--- src/rtl/kmap_sweep_ctrl.sv ---
// kmap_sweep_ctrl: drives all 16 input vectors of an external 4-input
// combinational function, one per cycle. It captures each response into a
// truth table and compares the table against a golden table that is
// registered when the sweep starts.
// Optional build macro: KMAP_SWEEP_FIRSTERR_EN adds first-mismatch logging.
// When the macro is undefined, first_err_* are tied to 0.
// The keyword 'expect' cannot name a port, so every port except clk and
// rst_n carries an _i or _o suffix.
module kmap_sweep_ctrl (
   input  logic        clk,
   input  logic        rst_n,
   input  logic        start_i,
   input  logic        abort_i,
   input  logic [15:0] expect_i,
   input  logic        kmap_out_i,
   output logic        kmap_a_o,
   output logic        kmap_b_o,
   output logic        kmap_c_o,
   output logic        kmap_d_o,
   output logic        busy_o,
   output logic        done_o,
   output logic [15:0] truth_o,
   output logic        pass_o,
   output logic [4:0]  err_cnt_o,
   output logic [3:0]  first_err_idx_o,
   output logic        first_err_vld_o
);

   typedef enum logic [1:0] {S_IDLE, S_SWEEP, S_DONE} state_e;

   state_e      state_q;
   logic [3:0]  idx_q;
   logic [15:0] expect_q;
   logic [15:0] truth_q;
   logic [4:0]  err_cnt_q;
   logic        busy_q;
   logic        done_q;
   logic        pass_q;

   logic [15:0] truth_d;
   logic        mism;

   // Truth table including this cycle's capture, and the mismatch for this capture.
   always_comb begin
      truth_d        = truth_q;
      truth_d[idx_q] = kmap_out_i;
      mism           = kmap_out_i ^ expect_q[idx_q];
   end

   // Sweep FSM with registered status and result outputs. idx is 0 outside
   // SWEEP, so it can drive the stimulus pins directly.
   always_ff @(posedge clk or negedge rst_n) begin
      if (!rst_n) begin
         state_q   <= S_IDLE;
         idx_q     <= 4'd0;
         expect_q  <= 16'd0;
         truth_q   <= 16'd0;
         err_cnt_q <= 5'd0;
         busy_q    <= 1'b0;
         done_q    <= 1'b0;
         pass_q    <= 1'b0;
      end else begin
         done_q <= 1'b0;
         case (state_q)
            S_IDLE: begin
               if (start_i) begin
                  state_q   <= S_SWEEP;
                  busy_q    <= 1'b1;
                  expect_q  <= expect_i;
                  idx_q     <= 4'd0;
                  truth_q   <= 16'd0;
                  err_cnt_q <= 5'd0;
                  pass_q    <= 1'b0;
               end
            end
            S_SWEEP: begin
               if (abort_i) begin
                  // Abort wins over the final capture and discards partial results.
                  state_q   <= S_IDLE;
                  busy_q    <= 1'b0;
                  idx_q     <= 4'd0;
                  truth_q   <= 16'd0;
                  err_cnt_q <= 5'd0;
               end else begin
                  truth_q   <= truth_d;
                  err_cnt_q <= err_cnt_q + {4'd0, mism};
                  // Wraps to 0 after vector 15, which leaves the stimulus at 0.
                  idx_q     <= idx_q + 4'd1;
                  if (idx_q == 4'd15) begin
                     state_q <= S_DONE;
                     busy_q  <= 1'b0;
                     done_q  <= 1'b1;
                     pass_q  <= (truth_d == expect_q);
                  end
               end
            end
            S_DONE: state_q <= S_IDLE;
            default: state_q <= S_IDLE;
         endcase
      end
   end

`ifdef KMAP_SWEEP_FIRSTERR_EN
   logic [3:0] ferr_idx_q;
   logic       ferr_vld_q;

   // Latch the index of the first mismatch in a sweep; later mismatches are ignored.
   always_ff @(posedge clk or negedge rst_n) begin
      if (!rst_n) begin
         ferr_idx_q <= 4'd0;
         ferr_vld_q <= 1'b0;
      end else if ((state_q == S_IDLE && start_i) || (state_q == S_SWEEP && abort_i)) begin
         ferr_idx_q <= 4'd0;
         ferr_vld_q <= 1'b0;
      end else if (state_q == S_SWEEP && mism && !ferr_vld_q) begin
         ferr_idx_q <= idx_q;
         ferr_vld_q <= 1'b1;
      end
   end

   assign first_err_idx_o = ferr_idx_q;
   assign first_err_vld_o = ferr_vld_q;
`else
   assign first_err_idx_o = 4'd0;
   assign first_err_vld_o = 1'b0;
`endif

   assign {kmap_a_o, kmap_b_o, kmap_c_o, kmap_d_o} = idx_q;
   assign busy_o    = busy_q;
   assign done_o    = done_q;
   assign truth_o   = truth_q;
   assign pass_o    = pass_q;
   assign err_cnt_o = err_cnt_q;

endmodule

--- config.mk ---
export PLATFORM = sky130hd
export DESIGN_NAME = kmap_sweep_ctrl
export DESIGN_NICKNAME = d
export VERILOG_FILES = /design/src/rtl/kmap_sweep_ctrl.sv
export SDC_FILE = /design/constraint.sdc
export NUM_CORES = 1
export LEC_CHECK = 0
export CORE_ASPECT_RATIO = 0.9
export CORE_MARGIN = 8
export CORE_UTILIZATION = 50
export CTS_CLUSTER_SIZE = 24
export DETAILED_ROUTE_END_ITERATION = 16
export GPL_TIMING_DRIVEN = 0
export PLACE_DENSITY = 0.8
export SYNTH_ARGS = -nofsm -noshare
export SYNTH_HDL_FRONTEND = slang
export SYNTH_SLANG_ARGS = --single-unit
--- constraint.sdc ---
create_clock -name clk -period 3.2 [get_ports clk]
set_input_delay 0.48 -clock clk [delete_from_list [all_inputs] [get_ports clk]]
set_output_delay 0.48 -clock clk [all_outputs]
set_load 0.02 [all_outputs]
==> results.py, run 1 <==
metrics = {
    "outcome": {
        "outcome": "complete, no violations",
    },
    "job": {
        "max_cap_viol_count": 0,
    },
    "worst_setup_path": {
        "critical_path.reg2reg.startpoint": "idx_q[0]$_DFFE_PN0P_",
        "worstSetupPathDepth": 9,
        "crit_path_end_kind": "flip-flop",
        "cp_slowest_cell": "nor3b_1",
        "r2r.worst_path.cells": 9,
        "cp.required_ps": 3410,
        "worst_setup_path_start_kind": "flip-flop",
        "timing.critical_path.buf_inv": 2,
        "cp_max_fo": 9,
        "crit_path_start": "idx_q[0]$_DFFE_PN0P_",
        "timing.critical_path.cells": "buf_2 -> inv_1 -> ha_1 -> nor3b_1 -> mux2i_1 -> o22ai_1 -> nor4_1 -> nand4_1 -> o41ai_2",
        "data_arrival_at_the_endpoint_of_the_critical_path_ps": 3040,
        "worst_path_largest_cell_delay_ps": 490,
        "worstSetupPathType": "flip-flop to flip-flop",
        "crit_family": "simple AND/OR/NAND/NOR gates",
    },
    "global_routing": {
        "top_usage_layer": "met2",
        "global_route.usage.met3_pct": 4.40,
        "grt_first_pass_wirelength_um": 13400,
        "grt_use_met2_pct": 33.3,
        "grt_start_max_net_pins": 28,
        "number_of_global_route_vias_before_repair": 2563,
        "grt.overflow.total": 0,
        "grt_use_total_pct": 21.0,
        "grt.met1_usage_pct": 27.4,
        "initial_antenna_violation_count": 0,
    },
    "die": {
        "num_io_pins": 54,
        "die-area_um2": 8320,
        "placementRows": 26,
        "core_region_area_um2": 5560,
        "initial_core_util_pct": 50.8,
        "die_h_um": 87.3,
        "die_width_um": 95.3,
    },
    "sta": {
        "grt_setup_unrepaired": "no",
        "report.final.hold_viol_count": 0,
        "layout_min_cycle_time_ps": 2840,
        "slew_violations": 0,
        "worst_hold_slack_across_all_endpoints_ps": 114,
        "tightestPinTransition_ps": 609,
        "clock-skew-final_ps": 9.36,
        "final-setup-viol-count": 0,
        "max_clock_freq_mhz": 353,
        "post-route-period-util_pct": 88.6,
        "setup_tns_ps": 0,
        "maxSlewHeadroom_pct": 59.4,
        "final_critical_path_setup_slack_ps": 365,
    },
    "logic_synthesis": {
        "post_synth_main_area_contributors": "dfrtp_1, o21ai_0, mux2_2",
        "synth.yosys.warnings": 0,
        "synthDominantCellAreaShare_pct": 40.7,
        "synthArstFlopShare_pct": 100,
        "post_synth.cell_area_avg_um2": 9.96,
        "synth_edf_count": 0,
        "synth.largest_area_cell": "dfrtp_1",
        "syn-instance-count": 284,
        "synth-seq-cells": 46,
        "post_synth_num_cell_types": 51,
        "netlist_area_um2": 2830,
        "synth.yosys.seq_area_share_pct": 40.7,
        "synth_top_flop_cell": "dfrtp_1",
    },
    "detailed_routing": {
        "totalWireLength_um": 8140,
        "drt-pass1-iter-count": 5,
        "route.detailed.drc": 0,
        "post_drt_wl_per_cell_um": 19.6,
        "post_drt_via_cell_ratio": 5.98,
        "vias": 2482,
        "postRouteAntennaNets": 0,
        "first_iter_violations": 175,
    },
    "cts": {
        "clk-insertion-delay-late_ps": 310,
        "post-cts-setup-buffer-count": 0,
        "cts.reportedPaths.clkPinSlew_ps": 90,
        "clockBufferDepth": 2,
        "tritoncts": "built",
        "clock_tree_root": "clkbuf_8",
        "cts_num_sinks": 46,
        "cts_inserted_buffers": 5,
        "h-tree-depth": 2,
        "ctsHoldBuffers": 0,
        "cts_repair_resize_count": 0,
    },
    "placement": {
        "place.port_buffers": 48,
        "gp_congestion": 0.921,
        "dpl.hpwl_um": 6200,
        "place_worst_setup_slack_ps": 305,
    },
    "power": {
        "pwr_density_cell_nw_per_um2": 458,
        "ir_drop_worst_vdd_uv": 307,
        "power_leakage_nw": 1.52,
    },
    "finish": {
        "signed_area_change_from_the_synthesized_netlist_to_the_final_layout_pct": 25.1,
        "num_antenna_cells": 0,
        "layout.nets": 371,
        "mostFrequentLayoutCells": "clkdlybuf4s50_1, dfrtp_1, o21ai_0",
        "layout_commonest_cell": "clkdlybuf4s50_1",
        "post_route_cells_drive_above_1_share_pct": 16.8,
    },
    "hold_path": {
        "hold_class": "input port to async pin",
    },
}
==> area by class of cell <==
| cell class | count | area (um^2) |
|---|---|---|
| plain buffers | 26 | 150 |
| clock buffers | 5 | 68.8 |
| clock inverters | 3 | 43.8 |
| fillers | 497 | 2020 |
| inverters | 9 | 33.8 |
| multi-input cells | 207 | 1510 |
| flip-flops and latches | 46 | 1150 |
| well taps | 70 | 87.6 |
| repair buffers | 49 | 495 |
==> synth_stat cells, drive strengths merged, types with 4 or more instances <==
cell type  count
dfrtp         46
o21ai         40
nand2         21
a21oi         19
buf           17
mux2          16
mux2i         10
nand3b        10
nor2          10
clkbuf         9
inv            9
nand3          7
ha             6
nor3b          6
o22ai          6
xor2           6
mux4           5
a22o           4
and3           4
==> cell families after synthesis <==
kind of cell | synth area share, %
AND/OR/NAND/NOR | 16.8
AO/OA/AOI/OAI | 16.5
adder cells (fa/ha/maj) | 2.65
multiplexers | 13.9
buffers and inverters | 6.50
flip-flops | 40.7
other | 0.133
XOR/XNOR | 2.79
==> worst register-to-register path, delay by kind of cell, from the launching register on <==
| kind | cells | cell delay, ps |
|---|---|---|
| multiplexers | 1 | 250 |
| flip-flops | 1 | 420 |
| buffers and inverters | 2 | 320 |
| AO/OA/AOI/OAI | 2 | 320 |
| AND/OR/NAND/NOR | 3 | 1160 |
| adder cells (fa/ha/maj) | 1 | 250 |
==> metal layers <==
metal,vias up,wire length [um],share of wire (%)
met5,-,0,0
met4,0,164,2.0
met3,16,645,7.9
met2,115,3850,47
met1,1212,3480,43
li1,1139,-,-
==> final timing paths <==
path | slack, ps | to
setup / recovery | 360 | pass_o$_DFFE_PN0P_
hold / removal | 110 | idx_q[0]$_DFFE_PN0P_
setup reg to reg | 360 | pass_o$_DFFE_PN0P_
hold reg to reg | 520 | pass_o$_DFFE_PN0P_
max in group asynchronous | 2580 | state_q[0]$_DFFE_PN0P_
min in group clk | 520 | pass_o$_DFFE_PN0P_
==> power breakdown <==
| part | leakage (nW) | switching [mW] | internal (mW) |
|---|---|---|---|
| Sequential | 0.599 | 0.0940 | 0.643 |
| Combinational | 0.862 | 0.218 | 0.220 |
| Clock | 0.0585 | 0.212 | 0.234 |
==> state kept, by name, summed over array words and instances (netlist names) <==
| signal | count |
|---|---|
| truth_o | 16 |
| busy_o | 1 |
| err_cnt_o | 5 |
| pass_o | 1 |
| state_q | 2 |
| expect_q | 16 |
| done_o | 1 |
| idx_q | 4 |
==> stage by stage <==
step / instance area, um^2 / power, mW / instances / utilization (%)
floorplan: 2840 / 1.01 / 288 / -
global placement: 3410 / 1.17 / 406 / 61.3
detailed placement: 3430 / 1.18 / 407 / 61.6
CTS: 3540 / 1.62 / 415 / 63.6
global route: 3540 / 1.70 / 415 / 63.6
finish: 3540 / 1.62 / 415 / 63.6
Power figures use the tool's default switching activity.
==> run 2, diff against run 1 <==
- CORE_MARGIN: 8 -> 10
- clock period: 3.2 -> 3.68 ns (I/O delays scaled with it)
==> results.py, run 2 (synthesized netlist as in run 1, its figures left out) <==
metrics = {
    "sta": {
        "grt_setup_unrepaired": "no",
        "clock-skew-final_ps": 2.73,
        "max_clock_freq_mhz": 361,
        "setup_tns_ps": 0,
        "layout_min_cycle_time_ps": 2770,
        "tightestPinTransition_ps": 601,
        "report.final.hold_viol_count": 0,
        "post-route-period-util_pct": 75.3,
        "maxSlewHeadroom_pct": 59.9,
        "worst_hold_slack_across_all_endpoints_ps": 181,
        "final-setup-viol-count": 0,
        "slew_violations": 0,
    },
    "worst_setup_path": {
        "endpoint": "err_cnt_o[4]$_DFFE_PN0P_",
        "critical_path.reg2reg.startpoint": "idx_q[0]$_DFFE_PN0P_",
        "data_arrival_at_the_endpoint_of_the_critical_path_ps": 2960,
        "r2r.worst_path.cells": 9,
        "crit_path_start": "idx_q[0]$_DFFE_PN0P_",
        "worstSetupPathDepth": 9,
        "crit_family": "multiplexers",
        "r2r-end": "err_cnt_o[4]$_DFFE_PN0P_",
        "timing.critical_path.buf_inv": 1,
        "worstSetupPathType": "flip-flop to flip-flop",
        "cp_slowest_cell": "mux4_2",
        "rrSetupSlack_ps": 910,
        "cp.required_ps": 3860,
        "worst_path_largest_cell_delay_ps": 540,
        "crit_path_end_kind": "flip-flop",
        "timing.critical_path.cells": "buf_2 -> mux4_2 -> mux4_2 -> xor2_1 -> ha_1 -> ha_1 -> nand3_1 -> xor2_1 -> o21ai_0",
        "cp_max_fo": 9,
        "worst_setup_path_start_kind": "flip-flop",
    },
    "placement": {
        "gp_congestion": 0.916,
        "dpl.cell_count": 404,
        "place.port_buffers": 48,
        "dpl.hpwl_um": 6210,
    },
    "detailed_routing": {
        "first_iter_violations": 190,
        "route.detailed.drc": 0,
        "post_drt_wl_per_cell_um": 19.5,
        "vias": 2437,
        "drt-pass1-iter-count": 4,
        "post_drt_via_cell_ratio": 5.92,
        "postRouteAntennaNets": 0,
        "totalWireLength_um": 8050,
    },
    "outcome": {
        "outcome": "complete, no violations",
    },
    "finish": {
        "layout_commonest_cell": "clkdlybuf4s50_1",
        "signed_area_change_from_the_synthesized_netlist_to_the_final_layout_pct": 24.2,
        "num-fill-cells": 455,
        "post_route_cells_drive_above_1_share_pct": 16.8,
        "mostFrequentLayoutCells": "clkdlybuf4s50_1, dfrtp_1, o21ai_0",
        "layout.nets": 371,
        "finalCoreUtilization_pct": 65.3,
        "num_antenna_cells": 0,
        "layoutNonFillerInstCount": 412,
    },
    "cts": {
        "post-cts-setup-buffer-count": 0,
        "cts.reportedPaths.clkPinSlew_ps": 90,
        "clk-insertion-delay-late_ps": 320,
        "cts_num_sinks": 46,
        "h-tree-depth": 2,
        "clockBufferDepth": 2,
        "ctsHoldBuffers": 0,
        "tritoncts": "built",
        "clock_tree_root": "clkbuf_8",
        "cts_inserted_buffers": 5,
        "cts_repair_resize_count": 0,
    },
    "power": {
        "ir_drop_worst_vdd_uv": 290,
        "power_leakage_nw": 1.51,
        "report.power.total_mw": 1.34,
        "pwr_density_cell_nw_per_um2": 381,
    },
    "global_routing": {
        "grt.overflow.total": 0,
        "grt_start_max_net_pins": 28,
        "grt_first_pass_wirelength_um": 13100,
        "number_of_global_route_vias_before_repair": 2461,
        "grt_use_total_pct": 17.8,
        "initial_antenna_violation_count": 0,
    },
    "die": {
        "die_width_um": 99.3,
        "core_region_area_um2": 5380,
        "die-area_um2": 9070,
        "die_h_um": 91.3,
        "initial_core_util_pct": 52.6,
        "placementRows": 25,
        "num_io_pins": 54,
    },
    "job": {
        "max_cap_viol_count": 0,
    },
    "hold_path": {
        "hold_class": "input port to async pin",
    },
}
run 2: layout make-up:
class / instances / area (um^2) / area share (%)
tap: 67 / 83.8 / 2.39
buffer: 26 / 150 / 4.28
inverter: 9 / 33.8 / 0.962
clock inverter: 3 / 21.3 / 0.606
multi-input combinational: 207 / 1510 / 42.9
sequential: 46 / 1150 / 32.8
timing repair buffer: 49 / 495 / 14.1
clock buffer: 5 / 68.8 / 1.96
run 2: stage by stage:
step,setup WS [ps],cell area [um^2]
after floorplan,1000,2840
final,907,3510
after detailed placement,743,3420
after CTS,907,3510
after global placement,770,3410
after global routing,714,3510
run 2: worst min-delay path by stage:
stage,startpoint,to
2_1_floorplan,rst_n,busy_o$_DFFE_PN0P_
3_3_place_gp,err_cnt_o[4]$_DFFE_PN0P_,err_cnt_o[4]$_DFFE_PN0P_
3_5_place_dp,pass_o$_DFFE_PN0P_,pass_o$_DFFE_PN0P_
4_1_cts,rst_n,err_cnt_o[1]$_DFFE_PN0P_
5_1_grt,rst_n,idx_q[1]$_DFFE_PN0P_
6_report,rst_n,idx_q[1]$_DFFE_PN0P_
run 2: power breakdown:
group          leakage (nW)  internal [mW]  switching, mW
Clock                0.0441          0.134          0.188
Sequential            0.599          0.559         0.0813
Combinational         0.862          0.191          0.186
run 2: layer usage:
layer	GRT usage (%)	routed length, um	part of all wire (%)
met2	27.5	3670	46
met3	5.38	808	10
met5	0	0	0
met1	22.9	3380	42
met4	6.21	187	2.3
